`src/rtl/revelar_pkg.sv`:
```
// Shared types, board constants and neighbour helpers for the reveal logic.
package revelar_pkg;

  localparam int N      = 8;
  localparam int CELDAS = N * N;
  localparam int IDX_W  = 6;
  localparam int CNT_W  = 7;

  typedef enum logic [2:0] {
    SIN_TABLERO = 3'd0,
    JUGANDO     = 3'd1,
    REVELA      = 3'd2,
    BARRIDO     = 3'd3,
    PERDIDO     = 3'd4,
    GANADO      = 3'd5
  } estado_t;

  // Linear cell index; with N=8 this is simply {fila, col}.
  function automatic logic [IDX_W-1:0] idx(input logic [2:0] fila, input logic [2:0] col);
    return {fila, col};
  endfunction

  // True when the neighbour at (dfila, dcol) stays inside the board (no wrap).
  function automatic logic vecino_valido(input logic [IDX_W-1:0] celda, input int dfila, input int dcol);
    int f;
    int c;
    f = int'(celda[5:3]) + dfila;
    c = int'(celda[2:0]) + dcol;
    return (f >= 0) && (f < N) && (c >= 0) && (c < N);
  endfunction

  // Index of the neighbour; only meaningful when vecino_valido() holds.
  function automatic logic [IDX_W-1:0] vecino_idx(input logic [IDX_W-1:0] celda, input int dfila, input int dcol);
    int f;
    int c;
    f = int'(celda[5:3]) + dfila;
    c = int'(celda[2:0]) + dcol;
    return IDX_W'(f * N + c);
  endfunction

  function automatic logic [CNT_W-1:0] popcount(input logic [CELDAS-1:0] v);
    logic [CNT_W-1:0] n;
    n = '0;
    for (int k = 0; k < CELDAS; k++) n = n + CNT_W'(v[k]);
    return n;
  endfunction

endpackage

```
`src/rtl/es_cero.sv`:
```
// Flags a cell whose in-board neighbourhood holds no mine.
module es_cero
  import revelar_pkg::*;
(
  input  logic [CELDAS-1:0] i_minas,
  input  logic [IDX_W-1:0]  i_idx,
  output logic              o_cero
);

  // Any in-board neighbour carrying a mine clears the flag.
  always_comb begin
    o_cero = 1'b1;
    for (int df = -1; df <= 1; df++) begin
      for (int dc = -1; dc <= 1; dc++) begin
        if (!(df == 0 && dc == 0) && vecino_valido(i_idx, df, dc)) begin
          if (i_minas[vecino_idx(i_idx, df, dc)]) o_cero = 1'b0;
        end
      end
    end
  end

endmodule

```
`src/rtl/revelar_casillas.sv`:
```
// Player reveal logic: latches the mine board, reveals cells, floods zero
// regions with raster sweeps and reports loss/win.
//
// state       | meaning
// SIN_TABLERO | no board loaded yet, selects ignored
// JUGANDO     | waiting for a player select
// REVELA      | one-cycle evaluation of the selected cell
// BARRIDO     | raster sweep, one cell per cycle, until a sweep makes no change
// PERDIDO     | mine hit, frozen until carga
// GANADO      | all safe cells revealed, frozen until carga
module revelar_casillas
  import revelar_pkg::*;
(
  input  logic                clk,
  input  logic                rst_n,
  input  logic                carga,
  input  logic [CELDAS-1:0]   minas_in,
  input  logic [2:0]          sel_fila,
  input  logic [2:0]          sel_col,
  input  logic                sel_valido,
  output logic                sel_listo,
  output logic [CELDAS-1:0]   revelado,
  output logic                ocupado,
  output logic                perdido,
  output logic                ganado,
  output logic [CNT_W-1:0]    minas_total,
  output logic [CNT_W-1:0]    revelados_cnt
);

  estado_t             r_estado;
  estado_t             w_estado_nxt;
  logic [CELDAS-1:0]   r_minas;
  logic [CELDAS-1:0]   r_revelado;
  logic [CNT_W-1:0]    r_tot;
  logic [CNT_W-1:0]    r_cnt;
  logic [IDX_W-1:0]    r_idx;
  logic                r_cambio;
  logic                r_perdido;
  logic                r_ganado;

  logic [CELDAS-1:0]   w_minas_nxt;
  logic [CELDAS-1:0]   w_revelado_nxt;
  logic [CNT_W-1:0]    w_tot_nxt;
  logic [CNT_W-1:0]    w_cnt_nxt;
  logic [IDX_W-1:0]    w_idx_nxt;
  logic                w_cambio_nxt;
  logic                w_perdido_nxt;
  logic                w_ganado_nxt;
  logic                w_a_jugar;
  logic                w_cambio_act;
  logic [CNT_W-1:0]    w_tot_carga;
  logic [CNT_W-1:0]    w_objetivo;

  logic [CELDAS-1:0]   w_cero;
  logic                w_vecino_cero;
  logic                w_revela_barrido;

  // Zero-mask of the whole latched board; serves both the REVELA cell and
  // the neighbour test of the sweep.
  for (genvar g = 0; g < CELDAS; g++) begin : g_cero
    es_cero u_es_cero (
      .i_minas (r_minas),
      .i_idx   (IDX_W'(g)),
      .o_cero  (w_cero[g])
    );
  end

  assign w_tot_carga = popcount(minas_in);
  assign w_objetivo  = CNT_W'(CELDAS) - r_tot;

  // Sweep test: some in-board neighbour of the scan cell is revealed and zero.
  always_comb begin
    w_vecino_cero = 1'b0;
    for (int df = -1; df <= 1; df++) begin
      for (int dc = -1; dc <= 1; dc++) begin
        if (!(df == 0 && dc == 0) && vecino_valido(r_idx, df, dc)) begin
          if (r_revelado[vecino_idx(r_idx, df, dc)] && w_cero[vecino_idx(r_idx, df, dc)])
            w_vecino_cero = 1'b1;
        end
      end
    end
  end

  assign w_revela_barrido = !r_revelado[r_idx] && !r_minas[r_idx] && w_vecino_cero;

  // Next-state and datapath updates; carga overrides everything.
  always_comb begin
    w_estado_nxt   = r_estado;
    w_minas_nxt    = r_minas;
    w_revelado_nxt = r_revelado;
    w_tot_nxt      = r_tot;
    w_cnt_nxt      = r_cnt;
    w_idx_nxt      = r_idx;
    w_cambio_nxt   = r_cambio;
    w_perdido_nxt  = r_perdido;
    w_ganado_nxt   = r_ganado;
    w_a_jugar      = 1'b0;
    w_cambio_act   = r_cambio | w_revela_barrido;

    if (carga) begin
      w_minas_nxt    = minas_in;
      w_tot_nxt      = w_tot_carga;
      w_revelado_nxt = '0;
      w_cnt_nxt      = '0;
      w_idx_nxt      = '0;
      w_cambio_nxt   = 1'b0;
      w_perdido_nxt  = 1'b0;
      w_ganado_nxt   = (w_tot_carga == CNT_W'(CELDAS));
      w_estado_nxt   = (w_tot_carga == CNT_W'(CELDAS)) ? GANADO : JUGANDO;
    end else begin
      case (r_estado)
        JUGANDO: begin
          if (sel_valido) begin
            w_idx_nxt    = idx(sel_fila, sel_col);
            w_estado_nxt = REVELA;
          end
        end
        REVELA: begin
          if (r_revelado[r_idx]) begin
            w_a_jugar = 1'b1;
          end else if (r_minas[r_idx]) begin
            w_revelado_nxt = r_revelado | r_minas;
            w_perdido_nxt  = 1'b1;
            w_estado_nxt   = PERDIDO;
          end else begin
            w_revelado_nxt[r_idx] = 1'b1;
            w_cnt_nxt             = r_cnt + 1'b1;
            if (w_cero[r_idx]) begin
              w_idx_nxt    = '0;
              w_cambio_nxt = 1'b0;
              w_estado_nxt = BARRIDO;
            end else begin
              w_a_jugar = 1'b1;
            end
          end
        end
        BARRIDO: begin
          if (w_revela_barrido) begin
            w_revelado_nxt[r_idx] = 1'b1;
            w_cnt_nxt             = r_cnt + 1'b1;
          end
          if (r_idx == IDX_W'(CELDAS - 1)) begin
            // A reveal on the last cell counts as a change for this sweep.
            if (w_cambio_act) begin
              w_idx_nxt    = '0;
              w_cambio_nxt = 1'b0;
            end else begin
              w_a_jugar = 1'b1;
            end
          end else begin
            w_idx_nxt    = r_idx + 1'b1;
            w_cambio_nxt = w_cambio_act;
          end
        end
        default: ;
      endcase

      if (w_a_jugar) begin
        if (w_cnt_nxt == w_objetivo) begin
          w_ganado_nxt = 1'b1;
          w_estado_nxt = GANADO;
        end else begin
          w_estado_nxt = JUGANDO;
        end
      end
    end
  end

  // State register.
  always_ff @(posedge clk or negedge rst_n) begin
    if (!rst_n) r_estado <= SIN_TABLERO;
    else        r_estado <= w_estado_nxt;
  end

  // Board, counters and flags.
  always_ff @(posedge clk or negedge rst_n) begin
    if (!rst_n) begin
      r_minas    <= '0;
      r_revelado <= '0;
      r_tot      <= '0;
      r_cnt      <= '0;
      r_idx      <= '0;
      r_cambio   <= 1'b0;
      r_perdido  <= 1'b0;
      r_ganado   <= 1'b0;
    end else begin
      r_minas    <= w_minas_nxt;
      r_revelado <= w_revelado_nxt;
      r_tot      <= w_tot_nxt;
      r_cnt      <= w_cnt_nxt;
      r_idx      <= w_idx_nxt;
      r_cambio   <= w_cambio_nxt;
      r_perdido  <= w_perdido_nxt;
      r_ganado   <= w_ganado_nxt;
    end
  end

  assign sel_listo     = (r_estado == JUGANDO);
  assign ocupado       = (r_estado == REVELA) || (r_estado == BARRIDO);
  assign revelado      = r_revelado;
  assign perdido       = r_perdido;
  assign ganado        = r_ganado;
  assign minas_total   = r_tot;
  assign revelados_cnt = r_cnt;

endmodule

```
`config.mk`:
```
export PLATFORM = sky130hd
export DESIGN_NAME = revelar_casillas
export DESIGN_NICKNAME = d
export VERILOG_FILES = /design/src/rtl/revelar_pkg.sv /design/src/rtl/es_cero.sv /design/src/rtl/revelar_casillas.sv
export SDC_FILE = /design/constraint.sdc
export NUM_CORES = 1
export LEC_CHECK = 0
export ABC_AREA = 0
export CORE_MARGIN = 2
export CORE_UTILIZATION = 45
export DETAILED_ROUTE_END_ITERATION = 12
export PLACE_DENSITY = 0.63
export SLEW_MARGIN = 20
export SYNTH_ARGS = -nofsm -noshare
export SYNTH_HDL_FRONTEND = slang
export SYNTH_SLANG_ARGS = --single-unit
```
`constraint.sdc`:
```
create_clock -name clk -period 7.04 [get_ports clk]
set_input_delay 1.408 -clock clk [delete_from_list [all_inputs] [get_ports clk]]
set_output_delay 1.408 -clock clk [all_outputs]
set_load 0.03 [all_outputs]
```
# ---- Yosys cells after proc, flatten, opt, wreduce, memory -nomap -nowiden
# Cells that the tools add are included.
dict set report word_totals {
  output_inout_bits 82
  wordCells 677
  inputBits 74
  regBits 154
}
dict set report op_classes {
  magnitude_cmp 22
  mux 503
  bitwise_logic 3
  n_addsub 78
  n_reduce_logical 46
  n_eq_ne 16
}
# operator n
set op_table {}
lappend op_table {{1-bit 2-to-1 mux} 453}
lappend op_table {{7-bit by 1-bit adder with 7-bit output} 57}
lappend op_table {{64-bit 2-to-1 mux} 4}
lappend op_table {{64-bit bitwise OR} 2}
lappend op_table {{64-bit case mux with 2 select lines} 1}
lappend op_table {{1-bit binary-select mux with 6-bit select} 19}
lappend op_table {{6-bit by 7-bit < comparator with 1-bit output, second input constant} 9}
lappend op_table {{6-bit 2-to-1 mux} 7}
lappend op_table {{7-bit 2-to-1 mux} 5}
lappend op_table {{32-bit by 1-bit greater-or-equal comparator with 1-bit output, second input constant} 1}
lappend op_table {{32-bit by 5-bit < comparator with 1-bit output, second input constant} 1}
lappend op_table {{1-bit logical AND} 30}
lappend op_table {{3-bit 2-to-1 mux} 8}
lappend op_table {{6-bit by 4-bit adder with 6-bit output} 3}
lappend op_table {{6-bit by 5-bit adder with 6-bit output} 3}
lappend op_table {{6-bit case mux with 3 select lines} 1}
lappend op_table {{3-bit != test, second input constant} 5}
lappend op_table {{7-bit case mux with 2 select lines} 1}
lappend op_table {{6-bit adder} 2}
lappend op_table {{4-bit by 1-bit adder with 5-bit output, second input constant} 2}
lappend op_table {{5-bit by 1-bit greater-or-equal comparator with 1-bit output, second input constant} 2}
lappend op_table {{5-bit < comparator, second input constant} 2}
lappend op_table {{3-bit by 1-bit adder with 4-bit output, second input constant} 2}
lappend op_table {{3-bit by 4-bit < comparator with 1-bit output, second input constant} 2}
lappend op_table {{other kinds (36)} 46}

# ---- Longest topological paths before layout
# Gate-level depths: netlist of the first run.
dict set report logic_depth {
  depth_word 66
  mapped_depth 25
  ltp_nobuf 25
}

# ---- Modules after synthesis
# From an unflattened synthesis of the first run, not the netlist that was laid out.
dict set report unflattened {
  cells_unflattened 16525
  area_unflattened_um2 171961.2
}
# module area_per_inst_um2 cells_per_inst n_inst seq_area_each_um2
set modules_own_cells {}
lappend modules_own_cells {{es_cero (g_cero[32].u_es_cero ...)} 2518.7 255 35 0.0}
lappend modules_own_cells {{es_cero (g_cero[0].u_es_cero ...)} 2447.3 214 27 0.0}
lappend modules_own_cells {revelar_casillas 12844.8 1359 1 3853.7}
lappend modules_own_cells {{es_cero (g_cero[62].u_es_cero)} 2534.9 244 1 0.0}
lappend modules_own_cells {{es_cero (g_cero[31].u_es_cero)} 2349.8 219 1 0.0}

# ---- Worst setup path after synthesis of the first run
# No wires, ideal clock.
dict set report synth_timing {
  path_kind {in2reg}
  startpoint {in minas_in[0]}
  endpoint {reg r_ganado (netlist: ganado)}
  arrival_time_ns 7.219
  path_buffers 0
  cell_stages 18
  path_slack_ns -0.245
  setup_ns 0.066
  cell_sequence {fa_1 inv_1 fa_1 inv_1 fa_1 fa_1 fa_1 fa_1 fa_1 fa_1 ha_1 a21o_1 a21oi_1 xnor2_1 or4b_2 o31ai_1 and2_1 o31a_1}
}
dict set report synth_via {
  elab_chain_len 65
}
# item line_no
set synth_lines {}
lappend synth_lines {{start, declared} revelar_casillas.sv:17} ;# input logic [CELDAS-1:0] minas_in,
lappend synth_lines {{1-bit by 1-bit adder with 2-bit output} revelar_pkg.sv:44} ;# for (int k = 0; k < CELDAS; k++) n = n + CNT_W'(v[k]);
lappend synth_lines {{2-bit by 1-bit adder with 3-bit output} revelar_pkg.sv:44}
lappend synth_lines {{3-bit by 1-bit adder with 4-bit output} revelar_pkg.sv:44}
lappend synth_lines {{4-bit by 1-bit adder with 5-bit output} revelar_pkg.sv:44}
lappend synth_lines {{5-bit by 1-bit adder with 6-bit output} revelar_pkg.sv:44}
lappend synth_lines {{6-bit by 1-bit adder with 7-bit output} revelar_pkg.sv:44}
lappend synth_lines {{7-bit by 1-bit adder with 7-bit output (57 in series)} revelar_pkg.sv:44}
lappend synth_lines {{7-bit equality test} revelar_casillas.sv:108} ;# w_ganado_nxt = (w_tot_carga == CNT_W'(CELDAS));
lappend synth_lines {{1-bit 2-to-1 mux} revelar_casillas.sv:100} ;# if (carga) begin
lappend synth_lines {{end signal, assigned} revelar_casillas.sv:194} ;# r_ganado <= w_ganado_nxt;
lappend synth_lines {{end, declared} revelar_casillas.sv:39} ;# logic r_ganado;
# No other way between the ends.
# A chain may end at the register's enable or synchronous reset.

# ---- Final worst setup path of the first run
dict set report layout_timing {
  startpoint {in minas_in[17]}
  endpoint {reg r_ganado (netlist: ganado)}
}
dict set report layout_via {
  elab_chain_len 49
}
# item line_no
set layout_lines {}
lappend layout_lines {{7-bit by 1-bit adder with 7-bit output (47 in series)} revelar_pkg.sv:44}
lappend layout_lines {{7-bit equality test} revelar_casillas.sv:108}
lappend layout_lines {{1-bit 2-to-1 mux} revelar_casillas.sv:100}
# No other way between the ends.

==> metrics.csv, run 1 <==
metric;value;unit
gr-total-overflow;0;
final.setup.tns;-0.205;ns
htree_levels;4;
cts_tree;built;
crit_path_cell_trace;buf_6 > fa_1 > inv_1 > fa_1 > inv_2 > fa_1 > inv_2 > fa_2 > fa_1 > fa_1 > fa_1 > fa_1 > inv_1 > ha_2 > inv_2 > fa_2 > or4b_4 > o31ai_4 > and2_4 > o31a_1;
violations;setup timing;
wl_per_cell;28.7;µm
initialDrtViolationCount;2310;
worstHoldPathType;reg -> reg;
hpwl;50300;µm
synthSimpleGateAreaFrac;19.8;%
max_freq;140;MHz
grt_pass1_wl;100000;µm
slew_headroom;26.0;%
synth_area;0.0151;mm²
worst_pin_slew;1.11;ns
ioPinCount;156;
skew;0.0172;ns
num_rows;67;
drv_cap;0;
crit_slowest_cell;fa_2;
seqCellArea;0.00386;mm²
synth_fp_nets;1914;
rsz0062_at_grt;true;
synth-seq-area-share;25.6;%
syn_area_per_cell;8.59;µm²
status;complete, but fails checks;
globalplace.congestion;1.08;
netlist_instances;1753;
ys_types;97;
synth-adder-area-share;10.1;%
cpMostUsedCell;fa_1;
synth-compound-area-share;20.9;%
firstDrtPassIters;9;
crit_path_end_kind;flip-flop;
root_buffer;clkbuf_16;
wl;66900;µm
die_h;187;µm
max_stage_delay;0.57;ns
mostFrequentLayoutCell;nor2_1;
cts_sinks;154;
start_util;45.3;%
crit_family;adder cells;
clkTransAtPathRegs;0.06;ns
post_dp_cell_area;0.0173;mm²
ant_nets;0;
critPathBufInv;6;
fin_crit;7.15;ns
io_buffers;155;
core_area;0.0333;mm²
setup_viol;2;
muxShareOfSynthArea;13.8;%
vias_per_cell;6.80;
required;7.44;ns
final_max_slew_viol_count;0;
cts_buffers;17;
ys_ff_latch;154;
arrival;7.54;ns
cp_max_fo;2;
nFillCells;3138;
setup_ws;-0.105;ns
die_w;187;µm
final_cell_mix;nor2_1 (161), dfrtp_1 (153), nand2_1 (147);
synthFlopType;dfrtp_1;
finish.instance_area;0.0178;mm²
ys_warn_count;0;
drc_errors;0;
drive_gt1_share;17.6;%
nets;2031;
synthArstFlopShare;100;%
crit_path_start_kind;input pin;
die_area;0.0350;mm²
syn_to_final_growth;18.4;%
clk_latency;0.46;ns
multi_input_area;0.0101;mm²
cts_max_path_buffers;2;
antenna_found_initial;1;
synth_top_family_by_area;compound AO/OA/AOI/OAI gates;
dr_total_vias;15856;
grt_pass1_vias;15430;
synth-xor-area-share;2.32;%
finalHoldViolCount;0;
synth-edff-count;0;
fin_crit_sh;101;%
antenna_cells;0;
critical_path_class;in -> reg;
grt.total_usage;38.1;%
grt_max_degree;107;
final cells by class:
type / count / share of cell area, %
multi-input cells: 1329 / 56.8
flip-flops and latches: 154 / 21.6
clock inverters: 14 / 0.897
repair buffers: 249 / 12.6
well taps: 448 / 3.14
inverters: 119 / 2.50
clock buffers: 18 / 2.46
worst register-to-register path, stage by stage (launching register included):
cell       delay (ns)
dfrtp_1          0.83
clkinv_1         0.76
ha_1             0.44
ha_1             0.57
clkinv_1         0.43
buf_4            0.30
o2111a_1         0.25
a211oi_1         0.70
a21oi_1          0.16
a2111oi_0        0.51
buf_4            0.24
nor2_1           0.08
nand2_2          0.11
o2111ai_2        0.16
xnor3_1          0.39
o31ai_1          0.29
a32o_1           0.16
synth_stat cells, drive strengths merged, types with 7 or more instances:
cell type | instances | area share [%]
ha | 30 | 2.5
a32o | 7 | 0.47
inv | 115 | 2.9
nand3b | 12 | 0.60
nand2b | 19 | 0.79
a211oi | 20 | 1.0
o21ai | 41 | 1.4
nor2b | 21 | 0.87
o22ai | 30 | 1.2
nor4 | 58 | 2.4
a21oi | 117 | 4.0
o32ai | 8 | 0.47
a211o | 7 | 0.41
or4 | 25 | 1.3
xnor2 | 21 | 1.3
or3 | 11 | 0.46
o2111ai | 7 | 0.45
fa | 57 | 7.6
or2 | 13 | 0.54
nor3 | 41 | 1.5
clkbuf | 96 | 2.4
mux2i | 48 | 3.2
o31ai | 74 | 3.7
nand3 | 40 | 1.3
and3 | 7 | 0.29
buf | 55 | 2.2
o211ai | 10 | 0.50
a31oi | 14 | 0.58
nand2 | 148 | 3.7
a2111oi | 12 | 0.82
o221ai | 12 | 0.70
mux4 | 25 | 3.7
nand4 | 10 | 0.46
mux2 | 92 | 6.9
nor2 | 162 | 4.0
xor2 | 12 | 0.75
dfrtp | 154 | 26
a22oi | 9 | 0.45
sequential cells by signal (all words and copies together), names as in the netlist:
signal and count:
r_estado 3, ganado 1, r_idx 6, revelado 64
minas_total 7, revelados_cnt 7, perdido 1, r_minas 64
r_cambio 1
stage by stage:
| stage | worst slack (ns) | cells | hold slack, ns | util [%] |
|---|---|---|---|---|
| global route | -0.244 | 2331 | 0.523 | 53.6 |
| finish | -0.105 | 2331 | 0.492 | 53.6 |
| floorplan | -0.178 | 1753 | 0.460 | - |
| CTS | -0.218 | 2330 | 0.496 | 53.6 |
| detailed placement | -1.07 | 2295 | 0.479 | 51.9 |
| global placement | -0.949 | 2295 | 0.476 | 51.9 |
final timing paths:
| check | from | to | slack (ns) | cells past startpoint |
|---|---|---|---|---|
| worst max register to register | r_idx[1]$_DFFE_PN0P_ | r_estado[2]$_DFFE_PN0P_ | 0.58 | 16 |
| min in group asynchronous | rst_n | r_minas[63]$_DFFE_PN0P_ | 1.03 | 1 |
| worst max-delay path | minas_in[17] | ganado$_DFFE_PN0P_ | -0.11 | 20 |
| worst min-delay path | r_cambio$_DFFE_PN0P_ | r_cambio$_DFFE_PN0P_ | 0.49 | 1 |
| max in group asynchronous | rst_n | r_idx[0]$_DFFE_PN0P_ | 4.56 | 2 |
| worst min register to register | r_cambio$_DFFE_PN0P_ | r_cambio$_DFFE_PN0P_ | 0.49 | 1 |
timing repair:
action,in CTS,in global routing
gates resized for setup,94,35
buffers inserted,3,1
pin swaps,36,26
hold buffers,0,0
endpoints found under the setup margin,5,5
routing by layer:
| layer | wire length (µm) | global-route usage, % | vias up |
|---|---|---|---|
| met5 | 9 | 0 | - |
| met2 | 29900 | 58.8 | 1100 |
| met1 | 25600 | 49.4 | 7777 |
| li1 | - | - | 6702 |
| met4 | 3830 | 19.0 | 2 |
| met3 | 7620 | 10.2 | 275 |
cell families (layout without fill, tap and decap cells):
| logic type | count (synthesis) | in the layout |
|---|---|---|
| AOI/OAI and AO/OA | 447 | 447 |
| buffers and inverters | 270 | 400 |
| and+or+nand+nor | 595 | 595 |
| xor gates and xnor gates | 35 | 35 |
| muxes | 165 | 165 |
| adders and majority gates | 87 | 87 |
| DFF | 154 | 154 |
Power of run 1 is left out: the tool's default activity adds up to more than one toggle a clock period on the data nets, which glitch-free logic cannot reach.
==> inputs of run 2 (changes only) <==
--- a/config.mk
+++ b/config.mk
@@ -9,6 +9,7 @@
 export CORE_MARGIN = 2
 export CORE_UTILIZATION = 45
 export DETAILED_ROUTE_END_ITERATION = 12
+export HOLD_SLACK_MARGIN = 0.15
 export PLACE_DENSITY = 0.63
 export SLEW_MARGIN = 20
 export SYNTH_ARGS = -nofsm -noshare
==> results of run 2 <==
The final DEF is identical to that of run 1; final timing and power are the same.
Power of run 2 is left out for the same reason.
==> variant (config.mk and constraints of run 2) <==
Add an input register stage for `carga`, `minas_in`, `sel_fila`, `sel_col` and `sel_valido`, cleared by the reset; this delays them by one clock.
--- a/src/rtl/revelar_casillas.sv
+++ b/src/rtl/revelar_casillas.sv
@@ -28,4 +28,26 @@
 );
 
+  logic carga_q;
+  logic [CELDAS-1:0] minas_q;
+  logic [2:0] sel_fila_q;
+  logic [2:0] sel_col_q;
+  logic sel_valido_q;
+
+  always_ff @(posedge clk or negedge rst_n) begin
+    if (!rst_n) begin
+      carga_q      <= '0;
+      minas_q      <= '0;
+      sel_fila_q   <= '0;
+      sel_col_q    <= '0;
+      sel_valido_q <= '0;
+    end else begin
+      carga_q      <= carga;
+      minas_q      <= minas_in;
+      sel_fila_q   <= sel_fila;
+      sel_col_q    <= sel_col;
+      sel_valido_q <= sel_valido;
+    end
+  end
+
   estado_t             r_estado;
   estado_t             w_estado_nxt;
@@ -66,5 +88,5 @@
   end
 
-  assign w_tot_carga = popcount(minas_in);
+  assign w_tot_carga = popcount(minas_q);
   assign w_objetivo  = CNT_W'(CELDAS) - r_tot;
 
@@ -98,6 +120,6 @@
     w_cambio_act   = r_cambio | w_revela_barrido;
 
-    if (carga) begin
-      w_minas_nxt    = minas_in;
+    if (carga_q) begin
+      w_minas_nxt    = minas_q;
       w_tot_nxt      = w_tot_carga;
       w_revelado_nxt = '0;
@@ -111,6 +133,6 @@
       case (r_estado)
         JUGANDO: begin
-          if (sel_valido) begin
-            w_idx_nxt    = idx(sel_fila, sel_col);
+          if (sel_valido_q) begin
+            w_idx_nxt    = idx(sel_fila_q, sel_col_q);
             w_estado_nxt = REVELA;
           end
Check against the original RTL: not settled (the Yosys comparison gave no result); the edit may change what the design does.
==> variant against run 2 <==
- count of clock-buffer cells in the layout up 13
- cell area up 8.5%
- worst hold slack better by 0.0070 ns
- largest cell class unchanged
- critical path depth up 4
- worst setup slack better by 0.48 ns
- sequential cell count up 72
- synthesized area up 9.9%
- routed wire length about the same
- highest routed layer is now met4
Power is left out: the tool's default activity adds up to more than one toggle a clock period on the data nets, which glitch-free logic cannot reach.
==> variant: results <==
{
  "worst-slew-pin-transition_ns": 1.02,
  "synth.area.mux_share_pct": 12.9,
  "finalNonFillerCells": 2354,
  "drive_above_1_share_pct": 13.1,
  "synthCells": 1789,
  "post_route_clock_skew_ns": 0.0188,
  "via_count_of_the_first_global_routing_pass": 15500,
  "number_of_buffers_created_by_cts": 26,
  "synth_compound_gate_area_share_pct": 17.9,
  "yosys.area_share.adder_pct": 9.16,
  "grt_pass1_wl_um": 100000,
  "cts_max_level": 1,
  "cts_root_buf": "clkbuf_16",
  "post-place-cells": 2309,
  "post-cts-setup-buffers": 0,
  "yosys_warning_count": 0,
  "cts-root-to-sink-buffers": 3,
  "synth_area_leaders": "dfrtp_1 (34%), fa_1 (6.9%), mux2_2 (5.6%), mux4_2 (4.5%), a21oi_1 (3.9%)",
  "class_of_the_most_critical_hold_timing_path": "reg2reg",
  "list_of_most_frequent_post_synthesis_cells": "dfrtp_1 (226), nor2_1 (166), nand2_1 (141)",
  "syn_nets": 1950,
  "firstDrtPassIters": 6,
  "routedWlPerCell_um": 28.4,
  "hpwlAfterDp_um": 48400,
  "post_synth_xor_area_fraction_pct": 1.90,
  "outcome": "complete, no violations",
  "report.final.slew_viol_count": 0,
  "clkTransAtPathRegs_ns": 0.06,
  "sequential_to_total_area_share_from_yosys_stat_pct": 34.2,
  "detail_route.vias_per_cell": 6.70,
  "yosysUniqueCellTypes": 93,
  "worstPathMaxFanout": 2,
  "synth_async_sr_flop_share_pct": 100,
  "initialDrtViolationCount": 1908,
  "port_buffers": 155,
  "initial_antenna_violation_count": 1,
  "filler_cell_count": 3307,
  "largest_net_degree_at_the_start_of_global_routing": 166,
  "antenna_cells": 0,
  "place_congestion": 0.990,
  "critPathArrivalTime_ns": 7.16,
  "clock_latency_at_the_later_pin_of_the_worst_skew_pair_ns": 0.57,
  "detailedPlace.worstSlack_ns": 0.212,
  "groute.usage.overall_pct": 34.8
}
==> variant: cell count changes after synthesis, moves of 9 or more <==
cell,run 2,this run
dfrtp_1,154,226
buf_1,14,5
o22ai_1,30,16
clkbuf_1,94,104
nor3_1,39,53
nor4_1,58,42
a21oi_1,115,128
mux2_2,91,82
a31oi_1,14,23
a2111oi_0,11,1
==> variant: kinds of logic (layout without fill, tap and decap cells) <==
family / Yosys count / in the layout
simple gates: 581 / 581
flops: 226 / 226
buf+inv: 263 / 360
xor+xnor: 32 / 32
mux: 161 / 161
fa+ha+maj: 87 / 87
compound gates: 439 / 439
==> variant: per-stage QoR <==
step | area [µm²] | hold WS, ns | utilization, %
after global placement | 18400 | 0.486 | 50.6
after CTS | 19400 | 0.502 | 53.1
final | 19400 | 0.499 | 53.2
after global routing | 19400 | 0.529 | 53.2
after detailed placement | 18400 | 0.488 | 50.6
after floorplan | 16600 | 0.450 | -
==> variant: final cells by class <==
cell class / instances / share of cell area [%]
tap: 468 / 3.02
sequential: 226 / 29.3
clock buffer: 31 / 3.57
inverter: 115 / 2.23
multi-input combinational: 1300 / 50.9
timing repair buffer: 200 / 9.85
clock inverter: 14 / 1.19
==> variant: final timing paths <==
path | slack, ns | to | from | depth (start not counted)
worst max-delay path | 0.37 | r_estado[2] | minas_q[53] | 24
worst min-delay path | 0.50 | r_minas[7] | minas_q[7] | 1
worst max register to register | 0.37 | r_estado[2] | minas_q[53] | 24
worst min register to register | 0.50 | r_minas[7] | minas_q[7] | 1
max in group asynchronous | 5.03 | revelado[20] | rst_n | 2
min in group asynchronous | 0.76 | revelados_cnt[0] | rst_n | 1
==> variant: what timing repair did <==
item / in CTS / in global routing
resized for setup: 0 / 2
endpoints found under the hold margin: 0 / 0
endpoints found under the setup margin: 0 / 1
==> variant: worst max-delay path, stage by stage (launching register included) <==
cell	delay, ns
dfrtp_1	0.39
fa_1	0.54
inv_1	0.05
fa_1	0.50
inv_1	0.07
fa_1	0.48
inv_1	0.05
fa_1	0.48
inv_1	0.05
fa_1	0.47
inv_1	0.05
fa_1	0.45
fa_1	0.51
fa_1	0.42
inv_1	0.08
ha_1	0.17
inv_1	0.06
fa_1	0.39
xnor2_1	0.16
or4b_2	0.62
o31ai_2	0.23
nand2_1	0.12
a21oi_1	0.12
a21oi_1	0.06
a21oi_2	0.10
==> variant: metal layers <==
| metal | part of all wire, % | wire length, µm | GRT usage, % | vias to the layer above |
|---|---|---|---|---|
| met5 | 0 | 0 | 0 | - |
| met2 | 43 | 29100 | 52.5 | 1030 |
| met3 | 9.3 | 6250 | 6.27 | 246 |
| li1 | - | - | - | 6695 |
| met1 | 41 | 27700 | 48.5 | 7798 |
| met4 | 5.8 | 3910 | 17.5 | 0 |
